`src/rtl/mem_access_pkg.sv`:
```
// Shared definitions for the MEM stage: operation codes, FSM states and
// per-operation decode helpers.
package mem_access_pkg;

    localparam int OPT_W = 8;
    localparam logic [31:0] ZeroWord = 32'h0000_0000;

    localparam logic [OPT_W-1:0] OptNop = 8'h00;
    localparam logic [OPT_W-1:0] OptAdd = 8'h01;
    localparam logic [OPT_W-1:0] OptLb  = 8'h20;
    localparam logic [OPT_W-1:0] OptLh  = 8'h21;
    localparam logic [OPT_W-1:0] OptLw  = 8'h22;
    localparam logic [OPT_W-1:0] OptLbu = 8'h24;
    localparam logic [OPT_W-1:0] OptLhu = 8'h25;
    localparam logic [OPT_W-1:0] OptSb  = 8'h28;
    localparam logic [OPT_W-1:0] OptSh  = 8'h29;
    localparam logic [OPT_W-1:0] OptSw  = 8'h2A;

    typedef enum logic [1:0] {
        MemIdle   = 2'd0,
        MemAccess = 2'd1,
        MemDone   = 2'd2
    } mem_state_e;

    function automatic logic opt_is_store(input logic [OPT_W-1:0] opt);
        return (opt == OptSb) || (opt == OptSh) || (opt == OptSw);
    endfunction

    function automatic logic opt_is_mem(input logic [OPT_W-1:0] opt);
        return opt_is_store(opt) || (opt == OptLb) || (opt == OptLh) ||
               (opt == OptLw) || (opt == OptLbu) || (opt == OptLhu);
    endfunction

    // Index of the final byte of the transfer (byte count minus one).
    function automatic logic [1:0] opt_last_idx(input logic [OPT_W-1:0] opt);
        logic [1:0] idx;
        idx = 2'd0;
        if ((opt == OptLh) || (opt == OptLhu) || (opt == OptSh)) idx = 2'd1;
        if ((opt == OptLw) || (opt == OptSw))                    idx = 2'd3;
        return idx;
    endfunction

endpackage

```
`src/rtl/mem_access_load_ext.sv`:
```
// Sign/zero extension of the assembled load buffer according to the load type.
module mem_access_load_ext
    import mem_access_pkg::*;
#(
    parameter int XLEN = 32
) (
    input  logic [OPT_W-1:0] opt_i,
    input  logic [XLEN-1:0]  buf_i,
    output logic [XLEN-1:0]  wdata_o
);

    always_comb begin
        wdata_o = '0;
        case (opt_i)
            OptLb:   wdata_o = {{(XLEN-8){buf_i[7]}}, buf_i[7:0]};
            OptLbu:  wdata_o = {{(XLEN-8){1'b0}}, buf_i[7:0]};
            OptLh:   wdata_o = {{(XLEN-16){buf_i[15]}}, buf_i[15:0]};
            OptLhu:  wdata_o = {{(XLEN-16){1'b0}}, buf_i[15:0]};
            OptLw:   wdata_o = buf_i;
            default: wdata_o = '0;
        endcase
    end

endmodule

```
`src/rtl/mem_access.sv`:
```
// MEM pipeline stage: passes ALU results through and runs byte-serial
// load/store transfers over the byte-wide memory-controller port.
//
// state     | meaning
// MemIdle   | pass-through; a memory op latches its operands and stalls
// MemAccess | one byte per ack, byte index k counts up to count-1
// MemDone   | one cycle: stall released, load result presented
module mem_access
    import mem_access_pkg::*;
#(
    parameter int ADDR_W = 32,
    parameter int XLEN   = 32
) (
    input  logic              clk,
    input  logic              rst,
    input  logic [OPT_W-1:0]  opt_i,
    input  logic              we_i,
    input  logic [4:0]        waddr_i,
    input  logic [XLEN-1:0]   alu_i,
    input  logic [XLEN-1:0]   rdata2_i,
    output logic              we_o,
    output logic [4:0]        waddr_o,
    output logic [XLEN-1:0]   wdata_o,
    output logic              stall_o,
    output logic              mem_req_o,
    output logic              mem_we_o,
    output logic [ADDR_W-1:0] mem_addr_o,
    output logic [7:0]        mem_wdata_o,
    input  logic [7:0]        mem_rdata_i,
    input  logic              mem_ack_i
);

    mem_state_e        state_q, state_d;
    logic [1:0]        k_q, k_d;
    logic [1:0]        last_q, last_d;
    logic [XLEN-1:0]   buf_q, buf_d;
    logic [ADDR_W-1:0] addr_q, addr_d;
    logic [XLEN-1:0]   sdata_q, sdata_d;
    logic [OPT_W-1:0]  opt_q, opt_d;
    logic [XLEN-1:0]   ext_data;

    mem_access_load_ext #(.XLEN(XLEN)) u_load_ext (
        .opt_i   (opt_q),
        .buf_i   (buf_q),
        .wdata_o (ext_data)
    );

    always_ff @(posedge clk) begin
        if (rst) begin
            state_q <= MemIdle;
            k_q     <= 2'd0;
            last_q  <= 2'd0;
            buf_q   <= '0;
            addr_q  <= '0;
            sdata_q <= '0;
            opt_q   <= OptNop;
        end else begin
            state_q <= state_d;
            k_q     <= k_d;
            last_q  <= last_d;
            buf_q   <= buf_d;
            addr_q  <= addr_d;
            sdata_q <= sdata_d;
            opt_q   <= opt_d;
        end
    end

    always_comb begin
        state_d     = state_q;
        k_d         = k_q;
        last_d      = last_q;
        buf_d       = buf_q;
        addr_d      = addr_q;
        sdata_d     = sdata_q;
        opt_d       = opt_q;
        we_o        = 1'b0;
        waddr_o     = 5'd0;
        wdata_o     = '0;
        stall_o     = 1'b0;
        mem_req_o   = 1'b0;
        mem_we_o    = 1'b0;
        mem_addr_o  = '0;
        mem_wdata_o = 8'h00;

        case (state_q)
            MemIdle: begin
                if (opt_is_mem(opt_i)) begin
                    stall_o = 1'b1;
                    addr_d  = ADDR_W'(alu_i);
                    sdata_d = rdata2_i;
                    opt_d   = opt_i;
                    last_d  = opt_last_idx(opt_i);
                    k_d     = 2'd0;
                    buf_d   = '0;
                    state_d = MemAccess;
                end else begin
                    we_o    = we_i;
                    waddr_o = waddr_i;
                    wdata_o = alu_i;
                end
            end
            MemAccess: begin
                stall_o     = 1'b1;
                mem_req_o   = 1'b1;
                mem_we_o    = opt_is_store(opt_q);
                mem_addr_o  = addr_q + ADDR_W'(k_q);
                mem_wdata_o = sdata_q[{k_q, 3'b000} +: 8];
                if (mem_ack_i) begin
                    if (!opt_is_store(opt_q)) buf_d[{k_q, 3'b000} +: 8] = mem_rdata_i;
                    if (k_q == last_q) state_d = MemDone;
                    else               k_d     = k_q + 2'd1;
                end
            end
            MemDone: begin
                we_o    = opt_is_store(opt_q) ? 1'b0 : we_i;
                waddr_o = waddr_i;
                wdata_o = ext_data;
                state_d = MemIdle;
            end
            default: state_d = MemIdle;
        endcase

        // Reset wins combinationally so a request is withdrawn in the same cycle.
        if (rst) begin
            we_o        = 1'b0;
            waddr_o     = 5'd0;
            wdata_o     = '0;
            stall_o     = 1'b0;
            mem_req_o   = 1'b0;
            mem_we_o    = 1'b0;
            mem_addr_o  = '0;
            mem_wdata_o = 8'h00;
        end
    end

endmodule

```
`config.mk`:
```
export PLATFORM = sky130hd
export DESIGN_NAME = mem_access
export DESIGN_NICKNAME = d
export VERILOG_FILES = /design/src/rtl/mem_access_pkg.sv /design/src/rtl/mem_access_load_ext.sv /design/src/rtl/mem_access.sv
export SDC_FILE = /design/constraint.sdc
export NUM_CORES = 1
export LEC_CHECK = 0
export BUFFER_PORTS_ARGS = -buffer_cell sky130_fd_sc_hd__buf_4
export CORE_MARGIN = 3
export CORE_UTILIZATION = 59
export CTS_BUF_LIST = sky130_fd_sc_hd__clkbuf_4 sky130_fd_sc_hd__clkbuf_8
export CTS_CLUSTER_DIAMETER = 120
export CTS_CLUSTER_SIZE = 25
export DETAILED_ROUTE_END_ITERATION = 8
export PLACE_DENSITY = 0.88
export SLEW_MARGIN = 20
export SYNTH_ARGS = -nofsm -noshare
export SYNTH_HDL_FRONTEND = slang
export SYNTH_HIERARCHICAL = 1
export SYNTH_SLANG_ARGS = --single-unit
```
`constraint.sdc`:
```
create_clock -name clk -period 4.3 [get_ports clk]
set_input_delay 0.86 -clock clk [delete_from_list [all_inputs] [get_ports clk]]
set_output_delay 0.86 -clock clk [all_outputs]
set_load 0.01 [all_outputs]
```
**Yosys cells after proc, flatten, opt, wreduce, memory -nomap -nowiden**

Cells that the tools add are included.

- Bits in registers: 110
- Latch bits: 0
- RAM bits: 0
- ROM bits: 0
- Output and inout bits: 81
- Word-level logic and storage cells: 92
- Memories: 0

- $add $sub $neg: 3
- Multipliers: 0
- Divide/modulo/power cells: 0
- Magnitude comparators: 0
- Equality and inequality tests: 24
- Shift-type cells: 3
- Muxes and demuxes: 37
- Bitwise operators: 0
- Reduce and logical (&&, ||, !) cells: 18

Operator list:

| operator | count |
|---|---|
| 32-bit 2-to-1 mux | 7 |
| 32-bit one-hot mux with 5 select lines | 1 |
| 8-bit by 6-bit equality test with 1-bit output (second input constant) | 16 |
| 32-bit one-hot mux with 2 select lines | 2 |
| 32-bit by 2-bit adder with 32-bit output | 1 |
| 32-bit bitwise mux | 1 |
| 8-bit by 7-bit variable shift with 32-bit output (first input constant) | 1 |
| 32-bit by 6-bit variable part select with 8-bit output | 1 |
| 8-bit by 7-bit variable part select with 32-bit output | 1 |
| 8-bit 2-to-1 mux | 2 |
| 2-bit 2-to-1 mux | 7 |
| 1-bit logical OR | 12 |
| 1-bit 2-to-1 mux | 10 |
| 5-bit 2-to-1 mux | 2 |
| 2-bit inequality test (second input constant) | 5 |
| 5-bit one-hot mux with 2 select lines | 1 |
| 2-bit one-hot mux with 2 select lines | 2 |
| 4-bit AND reduction | 2 |
| 5-bit negator with 7-bit output | 1 |
| 1-bit one-hot mux with 2 select lines | 2 |
| 3-bit AND reduction | 1 |
| 2-bit by 1-bit adder with 2-bit output (second input constant) | 1 |
| 2-bit by 1-bit equality test with 1-bit output (second input constant) | 1 |
| 2-bit equality test | 1 |
| 4 further kinds | 4 |

**Logic depth before layout (Yosys ltp)**

Gate-level depths: netlist of run 1.

- Depth after elaboration: 11
- Mapped depth: 8
- Gate-level depth less buffers: 6

**Cells and area by module**

The synthesis of run 1 kept the hierarchy.

By module, submodules not included:

| module | times used | cells each | area an instance (µm²) | sequential area each (µm²) |
|---|---|---|---|---|
| mem_access | 1 | 753 | 5963.2 | 2202.1 |
| mem_access_load_ext | 1 | 84 | 546.8 | 0.0 |

**Worst setup path after synthesis of run 1**

Ideal clock, no wire load.

- Kind: input to output
- Start: input opt_i[0]
- End: output wdata_o[10]
- Arrival time: 2.011 ns
- Path slack: 1.429 ns
- Cell stages on the path: 5
- Buffers on the path: 1
- Cells stage by stage: o21ai_1 -> a311oi_1 -> buf_2 -> a22oi_1 -> nor2_1

- Longest elaborated chain between the ends: 11
- Elaborated cells between the ends (all ways): 18

Ends and longest elaborated chain:

| element | RTL line | RTL |
|---|---|---|
| start: declaration | mem_access.sv:16 | `input logic [OPT_W-1:0] opt_i,` |
| 8-bit by 6-bit equality test with 1-bit output | mem_access_pkg.sv:26 | `return (opt == OptSb) \|\| (opt == OptSh) \|\| (opt == OptSw);` |
| 1-bit logical OR (2 in series) | mem_access_pkg.sv:26 |  |
| 1-bit logical OR (3 in series) | mem_access_pkg.sv:30 | `return opt_is_store(opt) \|\| (opt == OptLb) \|\| (opt == OptLh) \|\|` |
| 1-bit logical OR | mem_access_pkg.sv:31 | `(opt == OptLw) \|\| (opt == OptLbu) \|\| (opt == OptLhu);` |
| 1-bit logical OR * | mem_access_pkg.sv:31 |  |
| 32-bit 2-to-1 mux * | mem_access.sv:87 | `if (opt_is_mem(opt_i)) begin` |
| 32-bit one-hot mux with 2 select lines * | mem_access.sv:85 | `case (state_q)` |
| 32-bit 2-to-1 mux * | mem_access.sv:124 | `if (rst) begin` |
| end: declaration | mem_access.sv:23 | `output logic [XLEN-1:0] wdata_o,` |

Every way passes the cells marked *; elsewhere a longest branch is shown, timed or not.

**Worst setup path after layout of run 1**

- Start: register k_q[0]
- End: output mem_addr_o[28]

- Longest elaborated chain between the ends: 3

Ends and longest elaborated chain:

| element | RTL line | RTL |
|---|---|---|
| start: declaration | mem_access.sv:34 | `logic [1:0] k_q, k_d;` |
| start signal: assignment | mem_access.sv:59 | `k_q <= k_d;` |
| 32-bit by 2-bit adder with 32-bit output | mem_access.sv:106 | `mem_addr_o = addr_q + ADDR_W'(k_q);` |
| 32-bit 2-to-1 mux | mem_access.sv:85 |  |
| 32-bit 2-to-1 mux | mem_access.sv:124 |  |
| end: declaration | mem_access.sv:27 | `output logic [ADDR_W-1:0] mem_addr_o,` |

No other way between the ends.

==> impl_results.md, run 1 <==
- Largest net degree at the start of global routing: 69
- Area growth syn-to-layout: 21.5%
- Ranking of synthesized cells by area: dfxtp_1 (34%), nand2_1 (11%), a21oi_1 (7.8%)
- Register bit count reported by yosys: 110
- Yosys top cell area share: 33.8%
- First-pass GRT wire length: 30000 um
- RR Startpoint: k_q[1]$_SDFFE_PP0P_
- Worst Hold Margin: 0.459 ns
- Later-pin clock latency in the skew report: 0.38 ns
- Max rail drop VDD: 0.212 mV
- Nets: 1056
- Yosys cell types: 58
- Top Ports: 170
- Initial antenna violation count: 0
- Critical-path cell list: ha_1 -> fa_1 -> and3_1 -> nand2_1 -> or4_1 -> a21oi_1 -> buf_4
- DIE AREA: 12300 um^2
- Max-slew headroom: 38.6%
- Final Max Slew Viols: 0
- FFs w/ async S/R, synth: 0%
- Synth Net Count: 933
- Grt ovf: 0
- Hold Vio Cnt, Final: 0
- # diodes: 0
- WS Path Type: flip-flop to output port
- Std cell rows: 37
- CTS Root Cell: clkbuf_8
- Final ANT Viol Nets: 0
- RD Place Congestion: 0.887
- Crit path time final: 3.60 ns
- RSZ-0062 raised after global routing: no
- Critical path peak fanout: 12
- Synth area leader: dfxtp_1
- Worst endpoint data arrival time: 2.74 ns
- Detail Placement HPWL: 13300 um
- WL final: 18500 um
- Initial core utilization: 61.9%
- Clk pin slew, worst setup/hold paths: 0.10 ns
- Outcome: finished, final reports clean
- Number of gates resized after cts: 0
- Avg Inst Size Synth: 7.78 um^2
- H-Tree Depth: 3
- Synth Flop Type: dfxtp_1
- Die extent in y: 111 um
- Cells after Synth: 837
- Cell Count, Final, Fillers Out: 1101
- Core Util, Final: 75.3%
- Tot GR Track Use: 29.2%
- Slowest stage delay, CP: 0.57 ns
- Vias: 6594
- CP endpoint kind: output port
- Post-synthesis sequential area ratio: 33.8%
- CP max stage cell: or4_1
- Flop2flop setup slack: 1.81 ns
- Most frequent cell after synthesis: nand2_1
- Fmax: 277 MHz
- Post-synth EDFFs: 0
- WL/cell: 16.8 um
- Vias in the first global route: 6168
- Final setup viols: 0
- Pleak: 2.98 nW
- Worst path bufs/invs: 1
- CP endpoint: mem_addr_o[28]
- PD cells: 235 nW/um^2
- Post-CTS Setup Inserts: 0
- CP top delay family: simple AND/OR/NAND/NOR gates
- Layout cell share with drive strength beyond 1: 25.3%
- DRC: 0
- Synth Cell Area: 6510 um^2
- Max Cap Viol: 0
- Crit start category: flip-flop
- Port Buffers: 169
- Die width: 111 um
- Req. time, crit path: 3.44 ns
- R2R cell count: 7
- Worst Setup SP: k_q[0]$_SDFFE_PP0P_
- Initial DRC Count: 649
- Commonest cells post-synth: nand2_1 (190), dfxtp_1 (110), a21oi_1 (102)
- Total power: 0.00186 W
- # clock sinks: 110
- Final Cycle Share: 83.8%
- Crit. path cell count: 7
- Clock Skew: 0.0121 ns
- CTS max path bufs: 2
- Avg Vias per Cell: 5.99
- CTS tree: yes
- Worst-Margin Slew: 0.915 ns
- Final setup TNS: 0 ns
- Drt first pass iters: 5
- Core Footprint: 10500 um^2
- # hold bufs at CTS: 0
- RR Endpoint: buf_q[26]$_SDFFE_PP0P_
- Number of fillers in the final layout: 816
- TritonCTS buffer count: 9
- Post-placement cell count: 1085
- Min-delay worst type: flip-flop to flip-flop
- Yosys warns: 6
-- area by class of cell --
type	instances	area, um^2	share of cell area, %
clock inverters	6	46.3	0.585
flip-flops and latches	110	2200	27.8
multi-input cells	654	3980	50.3
repair buffers	180	1360	17.2
well taps	136	170	2.15
clock buffers	10	131	1.66
inverters	5	18.8	0.237
-- metal layers --
metal  vias to the layer above  track usage, %  part of all wire (%)
met5                         -               0                     0
met1                      3086            39.3                    43
li1                       3165               -                     -
met3                        50            5.51                   7.7
met4                         0            10.7                   2.9
met2                       293            46.8                    46
-- per-stage QoR --
stage                     instance area [um^2]  setup WS (ns)
final                                     7910          0.696
after detailed placement                  7730          0.928
after global placement                    7730          0.956
after CTS                                 7910          0.701
after global routing                      7910          0.497
after floorplan                           6510           1.43
-- state kept, by name, indices dropped and copies added (netlist names) --
name / cells
addr_q: 32
buf_q: 32
k_q: 2
last_q: 2
opt_q: 8
sdata_q: 32
state_q: 2
-- worst min-delay path, cell delays in order (launching register included) --
cell and delay (ns):
dfxtp_1 0.32, nand2_1 0.05, a21oi_1 0.05
-- cell usage in the layout (no fill, tap or decap), types with 5 or more instances in the layout --
cell type  synthesis  final
nand2_1          190    190
buf_4              4    179
dfxtp_1          110    110
a21oi_1          102    102
nor2_1            63     62
a22oi_1           40     40
nand2b_1          27     27
mux2i_1           27     27
and2_1            25     25
nand3_1           18     18
o31ai_1           12     12
or4_1             12     12
xor2_1            12     12
nand4_1           11     11
nor2b_1           11     11
a21oi_2           10     10
clkbuf_8           0      9
mux4_2             8      8
o211ai_1           8      8
mux2_2             8      8
o21ai_0            7      7
or3_1              7      7
and3_1             6      6
ha_1               6      6
inv_1              5      5
-- power breakdown --
part | total (W) | leakage, nW | internal, W | switching (W)
logic | 0.000241 | 2.01 | 0.000119 | 0.000122
clock network | 0.000582 | 0.0867 | 0.000222 | 0.000360
registers | 0.00104 | 0.887 | 0.00103 | 0.00000986
total | 0.00186 | 2.98 | 0.00137 | 0.000492
-- how the worst min path moves through the flow --
stage / start / endpoint / slack, ns / depth (start not counted)
6_report: sdata_q[23]$_SDFFE_PP0P_ / sdata_q[23]$_SDFFE_PP0P_ / 0.46 / 2
5_1_grt: sdata_q[30]$_SDFFE_PP0P_ / sdata_q[30]$_SDFFE_PP0P_ / 0.48 / 2
4_1_cts: sdata_q[19]$_SDFFE_PP0P_ / sdata_q[19]$_SDFFE_PP0P_ / 0.46 / 2
3_5_place_dp: sdata_q[19]$_SDFFE_PP0P_ / sdata_q[19]$_SDFFE_PP0P_ / 0.45 / 2
3_3_place_gp: sdata_q[17]$_SDFFE_PP0P_ / sdata_q[17]$_SDFFE_PP0P_ / 0.44 / 2
2_1_floorplan: sdata_q[11]$_SDFFE_PP0P_ / sdata_q[11]$_SDFFE_PP0P_ / 0.43 / 2
-- cell families (layout without fill, tap and decap cells) --
group / after synthesis / after routing / share of synthesized area (%)
AO/OA/AOI/OAI: 195 / 195 / 19.6
XOR/XNOR: 14 / 14 / 1.88
adder cells (fa/ha/maj): 7 / 7 / 1.46
buffers and inverters: 73 / 201 / 5.36
flip-flops: 110 / 110 / 33.8
multiplexers: 43 / 43 / 8.30
AND/OR/NAND/NOR: 395 / 395 / 29.6
(Power assumes the default switching activity.)
==> run 2, diff against run 1 <==
- CORE_UTILIZATION: 59 -> 50
- PLACE_DENSITY: 0.88 -> 0.79
- clock period: 4.3 -> 3.1 ns (I/O delays scaled with it)
==> run 2 against run 1 <==
Against the previous run: clock skew shrank 0.0035 ns; hold slack worse by 0.0022 ns; clock power grew 80%; design area up 2.4%; first-iteration DRC count is 20% lower; via count down 2.3%; critical endpoint is now mem_addr_o[18].
==> impl_results.md, run 2 (synthesis results as in run 1) <==
- Flop2flop setup slack: 0.70 ns
- Initial DRC Count: 518
- Clk pin slew, worst setup/hold paths: 0.10 ns
- WS Path Type: flip-flop to output port
- Outcome: finished, final reports clean
- Commonest cells after routing, fill and taps aside: nand2_1 (189), buf_4 (181), dfxtp_1 (110)
- PD cells: 348 nW/um^2
- Hold Vio Cnt, Final: 0
- Crit start category: flip-flop
- Clock Skew: 0.00854 ns
- Area of the multi-input gates: 4030 um^2
- Sequential cell area: 2200 um^2
- Detail Placement HPWL: 13100 um
- Avg Vias per Cell: 5.65
- # diodes: 0
- Std cell rows: 41
- TritonCTS buffer count: 9
- RR Startpoint: k_q[1]$_SDFFE_PP0P_
- Vias in the first global route: 5786
- CTS tree: yes
- Grt ovf: 0
- Max-slew headroom: 35.7%
- Largest net degree at the start of global routing: 101
- Die width: 120 um
- CP endpoint: mem_addr_o[18]
- Top Ports: 170
- Leading cell type in the layout, fill and taps excluded: nand2_1
- Max Cap Viol: 0
- WL final: 18600 um
- Worst-Margin Slew: 0.964 ns
- Max rail drop VDD: 0.272 mV
- RD Place Congestion: 0.894
- Drt first pass iters: 5
- Initial core utilization: 51.4%
- CTS max path bufs: 2
- Tot GR Track Use: 25.1%
- Final setup TNS: 0 ns
- Core Footprint: 12700 um^2
- Total power: 0.00282 W
- CP endpoint kind: output port
- First-pass GRT wire length: 29600 um
- WL/cell: 16.3 um
- Worst endpoint data arrival time: 2.35 ns
- RSZ-0062 raised after global routing: no
- Final Cycle Share: 95.7%
- Hold-critical path depth: 2
- Final setup viols: 0
- DRC: 0
- Later-pin clock latency in the skew report: 0.38 ns
- Worst Hold Margin: 0.457 ns
- Pleak: 3.07 nW
- Critical path peak fanout: 7
- Crit path time final: 2.97 ns
- Die extent in y: 120 um
- Vias: 6440
- Nets: 1060
- DIE AREA: 14400 um^2
- Req. time, crit path: 2.48 ns
- Port Buffers: 169
- Largest regs: addr_q x32, buf_q x32, sdata_q x32
- Area growth syn-to-layout: 24.4%
- R2R cell count: 7
- Number of fillers in the final layout: 1145
- Initial antenna violation count: 0
- Post-CTS Setup Inserts: 0
- Final ANT Viol Nets: 0
- RR Endpoint: buf_q[11]$_SDFFE_PP0P_
- CTS Root Cell: clkbuf_8
- # clock sinks: 110
- Setup slack at placement: 0.339 ns
- Min-delay worst type: flip-flop to flip-flop
- Final Max Slew Viols: 0
- Layout cell share with drive strength beyond 1: 26.1%
- H-Tree Depth: 3
- Fmax: 337 MHz
- # hold bufs at CTS: 0
- Worst Setup SP: addr_q[0]$_SDFFE_PP0P_
- Post-layout worst setup margin: 0.134 ns
-- run 2: cell count changes in the layout (fill, tap and decap cells not counted), moves of 2 or more --
cell        change
bufinv_16       +3
buf_4           +2
inv_6           -2
clkinvlp_4      -2
-- run 2: through the flow --
stage / area (um^2) / utilization [%] / instances
finish: 8100 / 63.9 / 1140
global route: 8100 / 63.9 / 1140
CTS: 8070 / 63.7 / 1139
detailed placement: 7820 / 61.7 / 1124
global placement: 7820 / 61.7 / 1124
floorplan: 6510 / - / 837
-- run 2: worst min path at each step --
| stage | startpoint | to | slack (ns) |
|---|---|---|---|
| after floorplan | sdata_q[11]$_SDFFE_PP0P_ | sdata_q[11]$_SDFFE_PP0P_ | 0.43 |
| after global placement | sdata_q[27]$_SDFFE_PP0P_ | sdata_q[27]$_SDFFE_PP0P_ | 0.44 |
| after detailed placement | sdata_q[18]$_SDFFE_PP0P_ | sdata_q[18]$_SDFFE_PP0P_ | 0.44 |
| after CTS | sdata_q[18]$_SDFFE_PP0P_ | sdata_q[18]$_SDFFE_PP0P_ | 0.46 |
| after global routing | rdata2_i[24] | sdata_q[24]$_SDFFE_PP0P_ | 0.47 |
| final | sdata_q[25]$_SDFFE_PP0P_ | sdata_q[25]$_SDFFE_PP0P_ | 0.46 |
-- run 2: area by class of cell --
type	instances	share of cell area [%]
sequential	110	27.2
clock buffer	11	1.79
inverter	5	0.232
timing repair buffer	183	17.3
clock inverter	4	1.17
tap	172	2.66
multi-input combinational	655	49.7
-- run 2: routing by layer --
metal | vias up | GRT usage, % | part of all wire, %
met2 | 225 | 40.3 | 48
met3 | 27 | 3.35 | 6.1
met4 | 0 | 9.31 | 2.1
met5 | - | 0 | 0
li1 | 3169 | - | -
met1 | 3019 | 34.5 | 44
-- run 2: repair_timing --
| item | in CTS | in global routing |
|---|---|---|
| pin swaps | 0 | 1 |
| gates resized for setup | 4 | 4 |
| endpoints found under the setup margin | 24 | 9 |
| gates cloned | 0 | 1 |
-- run 2: worst max-delay path, stage by stage, from the launching register on --
cell,delay (ns)
dfxtp_1,0.36
ha_2,0.21
fa_1,0.21
and3_2,0.26
buf_4,0.18
nand3_1,0.12
or3_1,0.32
a21oi_1,0.16
buf_4,0.14
-- run 2: power breakdown --
| part | switching (W) | total (W) | internal [W] |
|---|---|---|---|
| registers | 0.0000127 | 0.00144 | 0.00142 |
| clock network | 0.000489 | 0.00105 | 0.000563 |
| logic | 0.000165 | 0.000332 | 0.000167 |
==> run 3, diff against run 2 <==
- PLACE_DENSITY: 0.79 -> 0.83
==> run 3 against run 2 <==
Against the previous run: power decreased by 8.3%; clock power decreased by 22%; clock-buffer cell count increased by 1; register-to-register slack got worse by 0.03 ns; sequential power about the same; global-route usage about the same; largest cell class unchanged; design area decreased by 0.82%; largest power group unchanged; fmax decreased by 1.2%; clock skew increased by 0.0045 ns; critical path depth decreased by 1; hold slack got worse by 0.00081 ns.
==> impl_results.md, run 3 (synthesis results as in run 1) <==
- Outcome: finished, final reports clean
- Final instance area: 8040 um^2
- Layout cell share with drive strength beyond 1: 26.3%
- Final setup viols: 0
- Setup slack at placement: 0.336 ns
- Pleak: 3.03 nW
- WS Path Type: flip-flop to output port
- Max-slew headroom: 34.3%
- Final ANT Viol Nets: 0
- Drt first pass iters: 5
- Sw Share: 25.4%
- Req. time, crit path: 2.48 ns
- WL/cell: 16.5 um
- Initial DRC Count: 569
- First-pass GRT wire length: 29700 um
- Number of fillers in the final layout: 1129
- Int Power: 0.00193 W
- Worst endpoint data arrival time: 2.38 ns
- H-Tree Depth: 3
- Initial core utilization: 51.4%
- Gate power share: 12.8%
- Area growth syn-to-layout: 23.4%
- CP max stage cell: or4b_4
- Largest net degree at the start of global routing: 94
- Final setup TNS: 0 ns
- Nets: 1062
- Commonest cells after routing, fill and taps aside: nand2_1 (189), buf_4 (184), dfxtp_1 (110)
- Grt ovf: 0
- Crit start category: flip-flop
- Most Frequent Cell on Critical Path: buf_4
- WL final: 18900 um
- Hold Vio Cnt, Final: 0
- Final Cycle Share: 96.8%
- Std cell rows: 41
- Hold-critical path depth: 2
- Min-delay worst type: flip-flop to flip-flop
- Clk pin slew, worst setup/hold paths: 0.10 ns
- DIE AREA: 14400 um^2
- Leading cell type in the layout, fill and taps excluded: nand2_1
- Slowest stage delay, CP: 0.55 ns
- CP endpoint kind: output port
- Post-layout worst setup margin: 0.0980 ns
- Final Max Slew Viols: 0
- R2R cell count: 7
- Fmax: 333 MHz
- Crit. path cell count: 7
- Flop pwr share: 55.6%
- Area after DPL: 7820 um^2
- Max rail drop VDD: 0.189 mV
- DRC: 0
- Port Buffers: 169
- Largest regs: addr_q x32, buf_q x32, sdata_q x32
- PD cells: 322 nW/um^2
- CP top delay family: simple AND/OR/NAND/NOR gates
- # hold bufs at CTS: 0
- CTS tree: yes
- Detail Placement HPWL: 13600 um
- Top Ports: 170
- # diodes: 0
- Crit path time final: 3.00 ns
- RSZ-0062 raised after global routing: no
- Initial antenna violation count: 0
- CTS Root Cell: clkbuf_8
- # clock sinks: 110
- RD Place Congestion: 0.966
- Avg Vias per Cell: 5.70
- Vias: 6509
- Vias in the first global route: 5953
- Worst path bufs/invs: 2
- Die extent in y: 120 um
- Worst-Margin Slew: 0.980 ns
- Core Footprint: 12700 um^2
- Later-pin clock latency in the skew report: 0.38 ns
- Sequential cell area: 2200 um^2
- P_sw: 0.000656 W
- Critical path peak fanout: 16
- Clock Skew: 0.0130 ns
- Max Cap Viol: 0
- Area of the multi-input gates: 4020 um^2
- Worst Hold Margin: 0.456 ns
- Critical-path cell list: or4b_4 -> or3_1 -> buf_4 -> a21oi_1 -> a22oi_1 -> nor2_1 -> buf_4
- Clock power share: 31.6%
- Tot GR Track Use: 25.1%
- TritonCTS buffer count: 9
- Die width: 120 um
- CTS max path bufs: 2
==> run 3: final timing paths <==
| path | start | to | slack [ns] |
|---|---|---|---|
| min | sdata_q[16]$_SDFFE_PP0P_ | sdata_q[16]$_SDFFE_PP0P_ | 0.46 |
| min reg2reg | sdata_q[16]$_SDFFE_PP0P_ | sdata_q[16]$_SDFFE_PP0P_ | 0.46 |
| max reg2reg | k_q[1]$_SDFFE_PP0P_ | buf_q[28]$_SDFFE_PP0P_ | 0.67 |
| max | opt_q[4]$_SDFFE_PP0P_ | wdata_o[19] | 0.1 |
==> run 3: timing repair <==
| action | 4_1_cts | 5_1_grt |
|---|---|---|
| buffers inserted | 0 | 0 |
| resized for setup | 0 | 8 |
| setup endpoints to repair | 0 | 26 |
==> run 3: area by class of cell <==
type / instances / share of cell area [%]
multi-input cells: 655 / 50.0
clock buffers: 12 / 1.98
repair buffers: 185 / 17.4
clock inverters: 3 / 0.249
inverters: 5 / 0.234
well taps: 172 / 2.68
flip-flops and latches: 110 / 27.4
==> run 3: layer usage <==
| layer | track usage, % | vias to the layer above | wire length, um | share of wire [%] |
|---|---|---|---|---|
| met4 | 8.66 | 0 | 351 | 1.9 |
| met1 | 33.9 | 3037 | 8270 | 44 |
| met5 | 0 | - | 0 | 0 |
| met2 | 40.5 | 263 | 8970 | 48 |
| met3 | 4.34 | 32 | 1280 | 6.8 |
| li1 | - | 3177 | - | - |
==> run 3: power groups by stage <==
stage               Combinational (W)  Sequential [W]  Clock (W)
detailed placement           0.000328         0.00147          0
global route                 0.000355         0.00144   0.000877
floorplan                    0.000155         0.00146          0
CTS                          0.000329         0.00144   0.000829
finish                       0.000331         0.00144   0.000819
global placement             0.000326         0.00147          0
==> run 3: through the flow <==
step	utilization [%]	total power, W	instances
3_5_place_dp	61.7	0.00180	1126
4_1_cts	63.1	0.00259	1141
2_1_floorplan	-	0.00162	837
3_3_place_gp	61.7	0.00179	1126
5_1_grt	63.4	0.00267	1142
6_report	63.4	0.00259	1142
==> run 3: tightest hold or removal path, cell delays in order, from the launching register on <==
cell     delay [ns]
dfxtp_1        0.32
nand2_1        0.05
a21oi_1        0.05
